--- src/rtl/tpu_pkg.sv ---
// rtl/tpu_pkg.sv - shared widths, mode encoding and saturation bounds for the MAC array
// Purpose: common definitions for mac_pe and sat_add.
// Contents:
//   DATA_W_DEF / ACC_W_DEF  default activation/weight and accumulator widths
//   mode_e                  MODE_WS (weight-stationary) / MODE_OS (output-stationary)
//   sat_max / sat_min       signed bounds of a w-bit value, returned in 64 bits (w <= 64)
package tpu_pkg;

  localparam int DATA_W_DEF = 8;
  localparam int ACC_W_DEF  = 2 * DATA_W_DEF;

  typedef enum logic {
    MODE_WS = 1'b0,
    MODE_OS = 1'b1
  } mode_e;

  function automatic logic [63:0] sat_max(input int w);
    return (64'd1 << (w - 1)) - 64'd1;
  endfunction

  // Two's complement of -(2^(w-1)) is the bitwise inverse of the positive bound.
  function automatic logic [63:0] sat_min(input int w);
    return ~sat_max(w);
  endfunction

endpackage

--- src/rtl/sat_add.sv ---
// rtl/sat_add.sv - signed W-bit adder that clamps to the signed range on overflow
// Purpose: saturating signed addition shared by the WS partial sum and the OS accumulator.
// Ports:
//   i_a, i_b  in  W  signed operands
//   o_sum     out W  i_a + i_b, clamped to [sat_min(W), sat_max(W)]
//   o_ovf     out 1  the result was clamped
module sat_add
  import tpu_pkg::*;
#(
  parameter int W = ACC_W_DEF
) (
  input  logic [W-1:0] i_a,
  input  logic [W-1:0] i_b,
  output logic [W-1:0] o_sum,
  output logic         o_ovf
);

  localparam logic [63:0]  HI64 = sat_max(W);
  localparam logic [63:0]  LO64 = sat_min(W);
  localparam logic [W-1:0] HI   = HI64[W-1:0];
  localparam logic [W-1:0] LO   = LO64[W-1:0];

  logic [W:0] w_sum;

  assign w_sum = {i_a[W-1], i_a} + {i_b[W-1], i_b};
  // The extra sign bit disagrees with the MSB only when the true sum left the range;
  // the extra bit itself gives the direction of the overflow.
  assign o_ovf = w_sum[W] ^ w_sum[W-1];
  assign o_sum = !o_ovf ? w_sum[W-1:0] : (w_sum[W] ? LO : HI);

endmodule

--- src/rtl/mac_pe.sv ---
// rtl/mac_pe.sv - systolic MAC processing element, weight- or output-stationary
// Purpose: one cell of the N x M MAC matrix. Activations flow west->east, partial sums
//   north->south, weights shift down the column through a double-buffered chain.
// Ports:
//   i_clk, i_rst_n                    clock, asynchronous active-low reset
//   i_cfg_mode                        0 = WS, 1 = OS (takes effect the same cycle)
//   i_w_in_valid/i_w_in               weight chain shift strobe/data from the north
//   o_w_out_valid/o_w_out             weight chain to the south (old shadow)
//   i_w_commit                        copy shadow weight into active weight
//   i_act_in_valid/i_act_in           activation from the west
//   o_act_out_valid/o_act_out         registered activation to the east
//   i_psum_in_valid/i_psum_in         partial sum from the north
//   o_psum_out_valid/o_psum_out       partial sum to the south
//   i_acc_clear, i_drain              OS: start a new tile / emit the accumulator
//   o_sat_flag, o_err_overrun         sticky saturation / skid overflow flags
module mac_pe
  import tpu_pkg::*;
#(
  parameter int DATA_W = DATA_W_DEF,
  parameter int ACC_W  = ACC_W_DEF
) (
  input  logic              i_clk,
  input  logic              i_rst_n,
  input  logic              i_cfg_mode,
  input  logic              i_w_in_valid,
  input  logic [DATA_W-1:0] i_w_in,
  output logic              o_w_out_valid,
  output logic [DATA_W-1:0] o_w_out,
  input  logic              i_w_commit,
  input  logic              i_act_in_valid,
  input  logic [DATA_W-1:0] i_act_in,
  output logic              o_act_out_valid,
  output logic [DATA_W-1:0] o_act_out,
  input  logic              i_psum_in_valid,
  input  logic [ACC_W-1:0]  i_psum_in,
  output logic              o_psum_out_valid,
  output logic [ACC_W-1:0]  o_psum_out,
  input  logic              i_acc_clear,
  input  logic              i_drain,
  output logic              o_sat_flag,
  output logic              o_err_overrun
);

  localparam int PW = 2 * DATA_W;

  logic [DATA_W-1:0] r_shadow, r_weight, r_w_out, r_act_out;
  logic              r_shadow_v, r_w_out_valid, r_act_out_valid;
  logic [ACC_W-1:0]  r_acc, r_skid, r_psum_out;
  logic              r_skid_v, r_psum_out_valid, r_sat, r_ovr;

  mode_e             w_mode;
  logic [PW-1:0]     w_prod_n;
  logic [ACC_W-1:0]  w_prod, w_ws_b, w_ws_sum, w_os_sum;
  logic              w_ws_ovf, w_os_ovf;
  logic [ACC_W-1:0]  w_psum_nxt, w_skid_nxt, w_acc_nxt;
  logic              w_psum_v_nxt, w_skid_v_nxt, w_sat_set, w_sat_clr, w_ovr_set;

  assign w_mode   = mode_e'(i_cfg_mode);
  assign w_prod_n = $signed(i_act_in) * $signed(r_weight);
  assign w_prod   = ACC_W'($signed(w_prod_n));
  assign w_ws_b   = i_psum_in_valid ? i_psum_in : '0;

  sat_add #(.W(ACC_W)) u_ws_add (.i_a(w_prod), .i_b(w_ws_b),  .o_sum(w_ws_sum), .o_ovf(w_ws_ovf));
  sat_add #(.W(ACC_W)) u_os_add (.i_a(r_acc),  .i_b(w_prod),  .o_sum(w_os_sum), .o_ovf(w_os_ovf));

  // Output-slot arbitration: a WS product or an OS drain owns the slot; otherwise the
  // skid word (oldest) goes first, and a passing psum_in takes its place in the skid.
  always_comb begin
    w_psum_nxt   = r_psum_out;
    w_psum_v_nxt = 1'b0;
    w_skid_nxt   = r_skid;
    w_skid_v_nxt = r_skid_v;
    w_acc_nxt    = r_acc;
    w_sat_set    = 1'b0;
    w_sat_clr    = 1'b0;
    w_ovr_set    = 1'b0;

    if (w_mode == MODE_WS && i_act_in_valid) begin
      w_psum_nxt   = w_ws_sum;
      w_psum_v_nxt = 1'b1;
      w_sat_set    = w_ws_ovf;
    end else if (w_mode == MODE_OS && i_drain) begin
      w_psum_nxt   = r_acc;
      w_psum_v_nxt = 1'b1;
      if (i_psum_in_valid) begin
        if (r_skid_v) begin
          w_ovr_set = 1'b1;
        end else begin
          w_skid_nxt   = i_psum_in;
          w_skid_v_nxt = 1'b1;
        end
      end
    end else if (i_psum_in_valid) begin
      w_psum_v_nxt = 1'b1;
      if (r_skid_v) begin
        w_psum_nxt = r_skid;
        w_skid_nxt = i_psum_in;
      end else begin
        w_psum_nxt = i_psum_in;
      end
    end else if (r_skid_v) begin
      w_psum_nxt   = r_skid;
      w_psum_v_nxt = 1'b1;
      w_skid_v_nxt = 1'b0;
    end

    if (w_mode == MODE_OS) begin
      if (i_acc_clear || i_drain) begin
        w_acc_nxt = i_act_in_valid ? w_prod : '0;
        w_sat_clr = i_acc_clear;
      end else if (i_act_in_valid) begin
        w_acc_nxt = w_os_sum;
        w_sat_set = w_os_ovf;
      end
    end
  end

  always_ff @(posedge i_clk or negedge i_rst_n) begin
    if (!i_rst_n) begin
      r_shadow         <= '0;
      r_shadow_v       <= 1'b0;
      r_weight         <= '0;
      r_w_out          <= '0;
      r_w_out_valid    <= 1'b0;
      r_act_out        <= '0;
      r_act_out_valid  <= 1'b0;
      r_acc            <= '0;
      r_skid           <= '0;
      r_skid_v         <= 1'b0;
      r_psum_out       <= '0;
      r_psum_out_valid <= 1'b0;
      r_sat            <= 1'b0;
      r_ovr            <= 1'b0;
    end else begin
      r_w_out_valid <= 1'b0;
      if (i_w_in_valid) begin
        r_shadow      <= i_w_in;
        r_shadow_v    <= 1'b1;
        r_w_out       <= r_shadow;
        r_w_out_valid <= r_shadow_v;
      end
      // Reads the pre-shift shadow, so commit and shift may share a cycle.
      if (i_w_commit && r_shadow_v) r_weight <= r_shadow;

      r_act_out_valid <= i_act_in_valid;
      if (i_act_in_valid) r_act_out <= i_act_in;

      r_acc            <= w_acc_nxt;
      r_skid           <= w_skid_nxt;
      r_skid_v         <= w_skid_v_nxt;
      r_psum_out       <= w_psum_nxt;
      r_psum_out_valid <= w_psum_v_nxt;

      if (w_sat_clr)      r_sat <= 1'b0;
      else if (w_sat_set) r_sat <= 1'b1;
      if (w_ovr_set)      r_ovr <= 1'b1;
    end
  end

  assign o_w_out_valid    = r_w_out_valid;
  assign o_w_out          = r_w_out;
  assign o_act_out_valid  = r_act_out_valid;
  assign o_act_out        = r_act_out;
  assign o_psum_out_valid = r_psum_out_valid;
  assign o_psum_out       = r_psum_out;
  assign o_sat_flag       = r_sat;
  assign o_err_overrun    = r_ovr;

endmodule

--- config.mk ---
export PLATFORM = sky130hd
export DESIGN_NAME = mac_pe
export DESIGN_NICKNAME = d
export VERILOG_FILES = /design/src/rtl/tpu_pkg.sv /design/src/rtl/sat_add.sv /design/src/rtl/mac_pe.sv
export SDC_FILE = /design/constraint.sdc
export NUM_CORES = 1
export LEC_CHECK = 0
export CORE_AREA = 2 2 130 132
export CTS_CLUSTER_SIZE = 20
export DETAILED_ROUTE_END_ITERATION = 8
export DIE_AREA = 0 0 132 134
export PLACE_DENSITY = 0.75
export SLEW_MARGIN = 25
export SYNTH_ARGS = -nofsm -noshare
export SYNTH_HDL_FRONTEND = slang
export SYNTH_HIERARCHICAL = 1
export SYNTH_SLANG_ARGS = --single-unit
--- constraint.sdc ---
create_clock -name i_clk -period 6.95 [get_ports i_clk]
set_clock_uncertainty 0.15 [all_clocks]
set_input_delay 0.695 -clock i_clk [delete_from_list [all_inputs] [get_ports i_clk]]
set_output_delay 0.695 -clock i_clk [all_outputs]
set_load 0.005 [all_outputs]
======== Word-level counts from Yosys, hierarchy flattened ========
Cells that the tools add are included.
storage, ports and cells
  register bits after elaboration ......... 87
  input bits .............................. 41
  output and inout port bits .............. 37
  word-level logic and storage cells ...... 70
cells by class
  add/subtract/negate cells ............... 2
  multiply operators ...................... 1
  equality and inequality tests ........... 2
  muxes and demuxes ....................... 36
  bitwise gates (word level) .............. 4
  reduce and logical (&&, ||, !) cells .... 11
operators with widths
  kind                                                              count
  16-bit 2-to-1 mux                                                 17
  16-bit by 16-bit adder with 17-bit output                         2
  1-bit 2-to-1 mux                                                  19
  8-bit by 8-bit multiplier with 16-bit output                      1
  3-bit AND reduction                                               2
  2-bit nonzero test                                                3
  4-bit nonzero test                                                1
  1-bit logical AND                                                 3
  2-bit by 1-bit != test with 1-bit output (second input constant)  1
  2-bit != test (second input constant)                             1
  1-bit inverter                                                    2
  2-bit AND reduction                                               1
  1-bit bitwise XOR                                                 2
  1-bit logical OR                                                  1

======== Longest topological paths before layout ========
  word-level depth ........................ 9
  gate-level depth with buffers ........... 29

======== Cells and area by module ========
The synthesis kept the hierarchy.
by module, submodules not included
  module   times used  cells an instance  area an instance (µm²)  seq. area each (µm²)
  mac_pe   1           640                6,613.8                 2,177.1
  sat_add  2           139                1,018.5                 0.0

======== Least setup slack after synthesis ========
No wires, ideal clock.
  path kind ............................... input -> register
  start point ............................. in i_act_in[7]
  end point ............................... reg r_psum_out[13], in the netlist o_psum_out[13]
  setup time .............................. 0.129 ns
  data arrival time ....................... 6.581 ns
  required time ........................... 6.671 ns
  slack ................................... 0.090 ns
  cell stages on the path ................. 25
  path through ............................ and2_1 ha_1 inv_1 fa_1 inv_1 fa_1 inv_1 fa_1 inv_1 ha_1 a21o_1 a221oi_1 o21bai_1 mux2i_1 nand2_1 ha_1 buf_2 and3_1 a311o_1 or3_4 and2_1 buf_6 maj3_2 a221oi_1 a21oi_2
between the ends
  longest elaborated chain between the ends .. 5
RTL lines
  what                                                           RTL line                      text
  start, declared                                                mac_pe.sv:31                  input logic [DATA_W-1:0] i_act_in,
  8-bit by 8-bit multiplier with 16-bit output (*)               mac_pe.sv:59                  assign w_prod_n = $signed(i_act_in) * $signed(r_weight);
  net w_prod[12]                                                 mac_pe.sv:53                  logic [ACC_W-1:0] w_prod, w_ws_b, w_ws_sum, w_os_sum;
  16-bit by 16-bit adder with 17-bit output (*)                  sat_add.sv:25                 assign w_sum = {i_a[W-1], i_a} + {i_b[W-1], i_b};
  16-bit 2-to-1 mux / 1-bit bitwise XOR (equally long branches)  sat_add.sv:29, sat_add.sv:28
  16-bit 2-to-1 mux (*)                                          sat_add.sv:29                 assign o_sum = !o_ovf ? w_sum[W-1:0] : (w_sum[W] ? LO : HI);
  net w_ws_sum[13]                                               mac_pe.sv:53
  16-bit 2-to-1 mux (*)                                          mac_pe.sv:78                  if (w_mode == MODE_WS && i_act_in_valid) begin
  end signal, assigned                                           mac_pe.sv:151                 r_psum_out <= w_psum_nxt;
  end, declared                                                  mac_pe.sv:48                  logic [ACC_W-1:0] r_acc, r_skid, r_psum_out;
The timed path passes the listed nets; every way through them passes the cells marked *.
A chain may end at the register's enable or synchronous reset.

======== Worst setup path in the final report ========
  start point ............................. in i_act_in[0]
  end point ............................... reg r_acc[0]
between the ends
  longest elaborated chain between the ends .. 6
RTL lines
  what                                                           RTL line                      text
  8-bit by 8-bit multiplier with 16-bit output (*)               mac_pe.sv:59
  net w_prod[10]                                                 mac_pe.sv:53
  16-bit by 16-bit adder with 17-bit output (*)                  sat_add.sv:25
  16-bit 2-to-1 mux / 1-bit bitwise XOR (equally long branches)  sat_add.sv:29, sat_add.sv:28
  16-bit 2-to-1 mux (*)                                          sat_add.sv:29
  net w_os_sum[0]                                                mac_pe.sv:53
  16-bit 2-to-1 mux (*)                                          mac_pe.sv:111                 end else if (i_act_in_valid) begin
  16-bit 2-to-1 mux (*)                                          mac_pe.sv:108                 if (i_acc_clear || i_drain) begin
  end signal, assigned                                           mac_pe.sv:148                 r_acc <= w_acc_nxt;
  end, declared                                                  mac_pe.sv:48
The timed path passes the listed nets; every way through them passes the cells marked *. The select of a mux whose other input is x is not followed.

==> summary.json <==
{
  "cts": {
    "cts_root_buf": "sky130_fd_sc_hd__clkbuf_16",
    "cts.reportedPaths.clkPinSlew_ns": 0.07,
    "cts_buffers": 9,
    "cts_hold_buffers": 0,
    "htree_num_levels": 3,
    "tritoncts": "yes",
    "cts.sinks": 87,
    "worst_skew_pair.late_latency_ns": 0.35,
    "clock_path_buffers": 2
  },
  "sta": {
    "period_needed_ns": 6.77,
    "layout_worst_path_cycle_share_pct": 97.4,
    "timing_worst_slew_pin_value_ns": 0.947,
    "timing_hold_violations_final": 0,
    "setup_ws_ns": 0.179,
    "max_clock_freq_mhz": 148,
    "worst_slew_margin_rel_pct": 36.6,
    "final_max_slew_viol_count": 0,
    "setup_viol": 0
  },
  "synthesis": {
    "synthesis.instances": 918,
    "muxShareOfSynthArea_pct": 8.69,
    "fraction_of_synthesized_cell_area_in_xor_and_xnor_cells_pct": 4.05,
    "synth_commonest_cells": "101 x sky130_fd_sc_hd__inv_1, 87 x sky130_fd_sc_hd__dfrtp_1, 85 x sky130_fd_sc_hd__nand2_1, 64 x sky130_fd_sc_hd__a21oi_1, 64 x sky130_fd_sc_hd__and2_1",
    "synthTopCellsByArea": "sky130_fd_sc_hd__dfrtp_1 25%, sky130_fd_sc_hd__fa_1 13%, sky130_fd_sc_hd__ha_1 8.8%",
    "synth_fp_nets": 1077,
    "synth_top_family_by_area": "adder cells",
    "netlist.top_cell.by_area": "sky130_fd_sc_hd__dfrtp_1",
    "ys_seq_area_share_pct": 25.2,
    "synth_enable_flop_cells": 0,
    "postSynth.asyncResetShare_pct": 100,
    "postSynthAreaPerCell_um2": 9.42,
    "netlist_area_um2": 8650,
    "count_of_state_elements_after_synthesis": 87,
    "post_synth_num_cell_types": 57,
    "post-synth-top-count-cell": "sky130_fd_sc_hd__inv_1",
    "yosys.area.top_type_share_pct": 25.2,
    "yosys_warnings": 6,
    "synth_adder_area_share_pct": 23.1,
    "post_synth_and_or_nand_nor_area_fraction_pct": 15.0,
    "synthFlopType": "sky130_fd_sc_hd__dfrtp_1",
    "synth_compound_area_share_pct": 16.7
  },
  "routing": {
    "avgRoutedWirePerCell_um": 17.4,
    "totalWireLength_um": 22800,
    "drt_first_iter_violations": 414,
    "detail_route.drc_violations": 0,
    "drtPass1Iterations": 5,
    "num_vias": 7376,
    "vias_per_cell": 5.62,
    "ant_nets": 0
  },
  "final_layout": {
    "drive_above_1_share_pct": 26.2,
    "fin_nets": 1247,
    "sequential_cell_area_um2": 2180,
    "design_area_um2": 10900,
    "area_growth_pct": 25.9,
    "fill_cells": 1269,
    "multiInputGateArea_um2": 6090,
    "antenna_cells": 0,
    "finalCoreUtilization_pct": 66.8
  },
  "global_route": {
    "grt.overflow.total": 0,
    "first_global_vias": 7684,
    "grt_first_pass_wirelength_um": 37400,
    "grt_antenna_before_repair": 0,
    "grt_max_degree": 57,
    "track_usage_pct": 26.3
  },
  "worst_setup_path": {
    "endpoint_kind": "flop",
    "cp_top_family": "adder cells",
    "crit_path_top_delay_cell": "sky130_fd_sc_hd__fa_1",
    "critPathMaxStageDelay_ns": 0.53,
    "critical_path_required_ns": 7.01,
    "critical_path_class": "input port to flop",
    "worst-endpoint-arrival_ns": 6.83,
    "biggest_fanout_along_the_worst_timing_path": 8,
    "worstPathBufferInverterCount": 10,
    "startpoint_type": "input port"
  },
  "die": {
    "fp.coreArea_um2": 16300,
    "floorplan.die_area_um2": 17700,
    "initial_core_util_pct": 53.1,
    "die_h_um": 134,
    "pin_count": 78,
    "fp-row-count": 47,
    "die_width_um": 132
  },
  "run": {
    "max_cap_violations": 0
  },
  "hold_path": {
    "timing.hold.worst.class": "input port to asynchronous set/reset pin"
  },
  "placed_design": {
    "place_worst_setup_slack_ns": -0.746,
    "dpl.hpwl_um": 17900,
    "place.gp.congestion": 0.941,
    "io_buffer_count": 77,
    "placed_area_um2": 10300
  },
  "outcome": {
    "run_status": "finished clean"
  }
}
==> final cells by class <==
cell class	instances	share of cell area [%]
clock inverter	7	0.747
inverter	101	3.48
sequential	87	20.0
timing repair buffer	197	15.2
multi-input combinational	692	55.9
tap	220	2.53
clock buffer	9	2.07
==> metrics by stage <==
step / cells / hold WS (ns) / setup TNS [ns]
4_1_cts: 1311 / 0.141 / 0
5_1_grt: 1313 / 0.152 / -0.220
3_3_place_gp: 1294 / 0.310 / -20.17
3_5_place_dp: 1294 / 0.311 / -20.52
2_1_floorplan: 918 / 0.249 / 0
6_report: 1313 / 0.129 / 0
==> what timing repair did <==
item                       CTS  global route
pin swaps                    8            11
gates resized for setup     21            41
setup buffers                1             1
gates cloned                 0             1
setup endpoints to repair   31            31
==> sequential cells by signal, summed over array words and instances (netlist names), 8 cells and up <==
| signal | flops |
|---|---|
| r_acc | 16 |
| r_skid | 16 |
| o_psum_out | 16 |
| r_shadow | 8 |
| r_weight | 8 |
| o_w_out | 8 |
| o_act_out | 8 |
==> cells in the final DEF (no fill, tap or decap), types with 14 or more instances in the layout <==
| cell | n |
|---|---|
| sky130_fd_sc_hd__inv_1 | 100 |
| sky130_fd_sc_hd__nor2_1 | 19 |
| sky130_fd_sc_hd__mux2_2 | 39 |
| sky130_fd_sc_hd__buf_4 | 119 |
| sky130_fd_sc_hd__mux2i_1 | 14 |
| sky130_fd_sc_hd__nand3_1 | 14 |
| sky130_fd_sc_hd__clkdlybuf4s50_1 | 69 |
| sky130_fd_sc_hd__fa_1 | 56 |
| sky130_fd_sc_hd__nand2_1 | 83 |
| sky130_fd_sc_hd__a21oi_2 | 19 |
| sky130_fd_sc_hd__a21o_1 | 19 |
| sky130_fd_sc_hd__and2_1 | 60 |
| sky130_fd_sc_hd__a21oi_1 | 60 |
| sky130_fd_sc_hd__ha_1 | 56 |
| sky130_fd_sc_hd__o21ai_0 | 29 |
| sky130_fd_sc_hd__dfrtp_1 | 87 |
| sky130_fd_sc_hd__xnor2_1 | 30 |
==> logic make-up (layout without fill, tap and decap cells) <==
kind of cell / after synthesis / count (layout)
and+or+nand+nor: 251 / 251
AOI/OAI and AO/OA: 211 / 211
buffers and inverters: 139 / 314
adders and majority gates: 126 / 126
DFF: 87 / 87
muxes: 64 / 64
xor gates and xnor gates: 40 / 40
==> worst reg2reg max path, stage by stage (launching register included) <==
cell	delay (ns)
sky130_fd_sc_hd__dfrtp_1	0.50
sky130_fd_sc_hd__and2_4	0.23
sky130_fd_sc_hd__fa_1	0.53
sky130_fd_sc_hd__inv_1	0.05
sky130_fd_sc_hd__fa_1	0.53
sky130_fd_sc_hd__inv_1	0.06
sky130_fd_sc_hd__fa_1	0.52
sky130_fd_sc_hd__inv_1	0.05
sky130_fd_sc_hd__fa_1	0.52
sky130_fd_sc_hd__inv_1	0.06
sky130_fd_sc_hd__ha_4	0.24
sky130_fd_sc_hd__buf_4	0.14
sky130_fd_sc_hd__o211ai_1	0.12
sky130_fd_sc_hd__o211ai_1	0.19
sky130_fd_sc_hd__a221oi_2	0.34
sky130_fd_sc_hd__xnor2_2	0.23
sky130_fd_sc_hd__buf_4	0.20
sky130_fd_sc_hd__ha_4	0.21
sky130_fd_sc_hd__and3_1	0.18
sky130_fd_sc_hd__a311o_1	0.33
sky130_fd_sc_hd__or3_4	0.33
sky130_fd_sc_hd__buf_4	0.16
sky130_fd_sc_hd__a21oi_4	0.18
sky130_fd_sc_hd__buf_2	0.19
sky130_fd_sc_hd__a21oi_1	0.05
sky130_fd_sc_hd__mux2i_1	0.15
sky130_fd_sc_hd__o21ai_0	0.10
==> worst paths after layout <==
path,start,cells past startpoint,endpoint,slack (ns)
min reg2reg,o_err_overrun,1,o_err_overrun,0.32
max in group asynchronous,i_rst_n,2,o_act_out[1],5.43
max reg2reg,r_weight[4],26,r_acc[0],0.25
min,i_rst_n,1,r_acc[7],0.13
min in group i_clk,o_err_overrun,1,o_err_overrun,0.32
max,i_act_in[0],29,r_acc[0],0.18
==> metal layers <==
layer	vias to the layer above	track usage, %	share of wire (%)
met5	-	0	0
met4	0	12.1	3.6
met3	54	3.51	3.9
met2	209	47.6	52
met1	3636	31.0	41
li1	3477	-	-
Power is not shown: default switching activity piles up to over one toggle a cycle in this logic, so the estimate is an artifact.
==> edit 1: new RTL, config.mk and constraints unchanged <==
Register the output `o_w_out` once more; this adds one clock of latency there. The other outputs are not delayed to match.
--- a/src/rtl/mac_pe.sv
+++ b/src/rtl/mac_pe.sv
@@ -158,7 +158,9 @@
   end
 
   assign o_w_out_valid    = r_w_out_valid;
-  assign o_w_out          = r_w_out;
+  always_ff @(posedge i_clk) begin
+    o_w_out <= r_w_out;
+  end
   assign o_act_out_valid  = r_act_out_valid;
   assign o_act_out        = r_act_out;
   assign o_psum_out_valid = r_psum_out_valid;
Formal check against the unedited RTL: not equivalent (a bounded check fails within 4 cycles, from zero or initial values and one cycle with i_rst_n low).
==> edit 1 against the unedited design <==
  * Die area did not move
  * Wire length fell by 1.6%
  * Register-to-register slack improved by 80 ps
  * Synthesized cell count rose by 0.87%
  * Area after synthesis rose by 1.9%
  * Setup slack improved by 89 ps
  * Critical path depth fell by 6
  * Sequential cell count rose by 8
  * Fmax rose by 1.3%
  * Sequential share of layout area rose by 1.1 points
  * Cell area rose by 2.1%
  * Largest cell class unchanged
Power is left out: the tool's default activity adds up to more than one toggle a clock period on the data nets, which glitch-free logic cannot reach.
==> edit 1: results (changes against the unedited design) <==
[yosys]
synth_nets = 1085  ; +0.74%
synthArstFlopShare = 0.916  ; -0.0842
ys_seq_area_frac = 0.265  ; +0.0136
yosys-top-cells-count = 101 x inv_1, 87 x dfrtp_1, 85 x nand2_1
ys.flop_type = dfrtp_1
synth.distinct_cells = 58  ; +1.8%
synth_warnings = 6  ; unchanged
synth.avg_cell_area_um2 = 9.52  ; +0.97%
synth_area_leaders = dfrtp_1 25%, fa_1 13%, ha_1 8.7%

[detailed_routing]
avgRoutedWirePerCell_um = 17.1  ; -1.7%
initialDrtViolationCount = 419  ; +1.2%
vias = 7280  ; -1.3%
wirelength_um = 22400  ; -1.6%
drt_pass1_iterations = 5  ; unchanged

[global_routing]
antenna_found_initial = 0  ; unchanged
grt_overflow_total = 0  ; unchanged
grtUsageTotal = 0.256  ; -0.00651
grt_max_degree = 54  ; -5.3%
grt_pass1_wl_um = 36500  ; -2.3%
grt_pass1_vias = 7408  ; -3.6%

[place]
dp.final_hpwl_um = 17500  ; -2.4%
place_congestion = 0.916  ; -2.7%
dp_cells = 1292  ; -0.15%
io_buffers = 77  ; unchanged

[clock_network]
cts_root_buf = clkbuf_16
clk_pin_slew_ps = 80
htree_levels = 3  ; unchanged
clock_latency_ps = 360
cts_buffers = 9  ; unchanged
clock_path_buffers = 2  ; unchanged

[setup_path]
crit_family = adder cells
critical_path.slowest_cell = fa_1
worstPathArrival_ps = 6760  ; -70 ps
slowest_delay_ps = 530  ; about the same
cp_max_fo = 5  ; -3

[finish]
fillerInstances = 1268  ; -0.079%
drive_gt1_frac = 0.268  ; +0.00616
diodes = 0  ; unchanged
nets = 1248  ; +0.080%

[min_path]
hold_path.class = input pin to asynchronous set/reset pin

[timing]
worst_pin_slew_ps = 878  ; -68.6 ps
drv_slew = 0  ; unchanged

[outcome]
status = finished, final reports clean

[edit 1: cell count changes after synthesis]
cell     change
dfxtp_1      +8
[edit 1: logic make-up after synthesis]
| kind of cell | after synthesis | synth area share |
|---|---|---|
| flops | 95 | 0.265 |
| simple gates | 251 | 0.148 |
| buf+inv | 139 | 0.0717 |
| compound gates | 211 | 0.164 |
| fa+ha+maj | 126 | 0.226 |
| mux | 64 | 0.0853 |
| xor+xnor | 40 | 0.0398 |
[edit 1: metal layers]
layer	GRT usage	vias up	routed length [µm]
li1	-	3485	-
met1	0.321	3539	9440
met2	0.444	206	11200
met3	0.0374	50	904
met4	0.110	0	829
met5	0	-	0
[edit 1: cell type report]
class                   count  share of cell area
flip-flops and latches     95               0.210
multi-input cells         692               0.553
repair buffers            190               0.148
clock buffers               9              0.0203
clock inverters             7             0.00878
well taps                 220              0.0248
inverters                 101              0.0341
[edit 1: worst paths after layout]
path / startpoint / end / slack (ps) / cells after the start
setup / recovery: i_act_in[0] / o_psum_out[10] / 270 / 23
hold / removal: i_rst_n / o_act_out_valid / 140 / 1
setup reg to reg: r_weight[4] / o_psum_out[10] / 330 / 23
hold reg to reg: r_w_out[6] / o_w_out[6] / 220 / 0
max in group asynchronous: i_rst_n / r_weight[4] / 5380 / 2
min in group i_clk: r_w_out[6] / o_w_out[6] / 220 / 0
[edit 1: worst reg2reg max path, delay by kind of cell, from the launching register on]
kind | cells | cell delay, ps
AOI/OAI and AO/OA | 6 | 1290
xor gates and xnor gates | 1 | 260
adders and majority gates | 7 | 3010
buffers and inverters | 5 | 350
DFF | 1 | 480
and+or+nand+nor | 4 | 960
[edit 1: repair_timing]
action                                  CTS  global route
endpoints found under the setup margin   31            32
endpoints found under the hold margin     0             0
gates cloned                              0             1
pin swaps                                 2            18
buffers inserted                          2             3
resized for setup                        17            64
[edit 1: stage by stage]
step | setup WS (ps) | cell area [µm²] | util
final | 268 | 11100 | 0.682
after global routing | -10.8 | 11100 | 0.682
after CTS | 16.1 | 10900 | 0.667
after detailed placement | -658 | 10400 | 0.641
after global placement | -522 | 10400 | 0.640
after floorplan | 90.2 | 8810 | -
==> edit 2: new RTL, same settings <==
Made on the original files. Change the package constant `DATA_W_DEF` from 8 to 6.
--- a/src/rtl/tpu_pkg.sv
+++ b/src/rtl/tpu_pkg.sv
@@ -6,7 +6,7 @@
 //   sat_max / sat_min       signed bounds of a w-bit value, returned in 64 bits (w <= 64)
 package tpu_pkg;
 
-  localparam int DATA_W_DEF = 8;
+  localparam int DATA_W_DEF = 6;
   localparam int ACC_W_DEF  = 2 * DATA_W_DEF;
 
   typedef enum logic {
Ports: changed (6 resized); port bits go from 78 to 62. The function was not compared with the original's and may differ.
==> edit 2 against the unedited design <==
  * Area after synthesis is 32% lower
  * Register-to-register slack better by 380 ps
  * Fmax is 2.2% higher
  * Setup slack better by 150 ps
  * Sequential cell count is 20 lower
  * Wire length is 43% lower
  * Cell area is 35% lower
  * Utilization is 23 points lower
  * Global-route usage is 11 points lower
  * Critical path type unchanged
Power is not shown: default switching activity piles up to over one toggle a cycle in this logic, so the estimate is an artifact.
==> edit 2: results (changes against the unedited design) <==
[detailed_routing]
avgViaCountPerCell = 5.06  ; -10%
wl_met3_um = 660  ; -27%
routed-wl-met2_um = 6090  ; -48%

[timing]
min_period_ps = 6620  ; -149 ps
worst_pin_slew_ps = 1050  ; +106 ps
fin_hold_ws_ps = 316  ; +186 ps

[place]
preCtsSetupSlack_ps = -32.6  ; +713 ps
io_buffers = 61  ; -21%
place_area_um2 = 6770  ; -34%
place_congestion = 0.872  ; -7.4%

[finish]
post_layout_nonfiller_instances = 889  ; -32%
multi_input_area_um2 = 3910  ; -36%
nonClkBufAreaFrac = 0.108  ; -0.0441
signal_buffers = 82  ; -58%
clkCellAreaFrac = 0.0394  ; +0.0113
fillerInstances = 1589  ; +25%
seq_cells = 67  ; -23%
clock_buffers = 10  ; +1
nMultiInputCombCells = 458  ; -34%
nets = 770  ; -38%
seq_area_frac = 0.237  ; +0.0371

[global_routing]
grt.met1_usage = 0.199  ; -0.111
grt_util_met2 = 0.261  ; -0.214
grt_pass1_vias = 4637  ; -40%
grt_pass1_wl_um = 22500  ; -40%

[setup_path]
slowest_delay_ps = 560  ; +30 ps
cp_max_fo = 13  ; +5
r2r_slack_ps = 630  ; +380 ps

[yosys]
synth_fa_ha_area_frac = 0.231  ; +0.000662
netlist_instances = 597  ; -35%
synth_area_leaders = dfrtp_1 28%, ha_1 9.5%, fa_1 9.5%
synthMuxAreaShare = 0.128  ; +0.0412
synth.distinct_cells = 50  ; -12%

[min_path]
hold_path.class = flip-flop to flip-flop

[outcome]
status = finished, final reports clean

[edit 2: logic make-up after synthesis]
kind of cell	count (synthesis)
flops	67
compound gates	115
simple gates	144
fa+ha+maj	95
mux	71
buf+inv	72
xor+xnor	33
[edit 2: repair_timing]
item / in CTS / in global routing
endpoints found under the setup margin: 0 / 19
buffers inserted: 0 / 0
resized for setup: 0 / 3
[edit 2: critical path: cells and delay by family]
kind | cells | cell delay [ps]
AO/OA/AOI/OAI | 9 | 1650
XOR/XNOR | 1 | 110
AND/OR/NAND/NOR | 4 | 520
buffers and inverters | 2 | 480
adder cells (fa/ha/maj) | 7 | 3210
[edit 2: path summary, 6_finish.rpt]
check	startpoint	endpoint
min in group asynchronous	i_rst_n	o_psum_out[9]
worst max register to register	r_weight[5]	o_psum_out[0]
worst min register to register	o_err_overrun	o_err_overrun
worst max-delay path	i_act_in[0]	o_psum_out[0]
worst min-delay path	o_err_overrun	o_err_overrun
max in group asynchronous	i_rst_n	o_act_out[4]
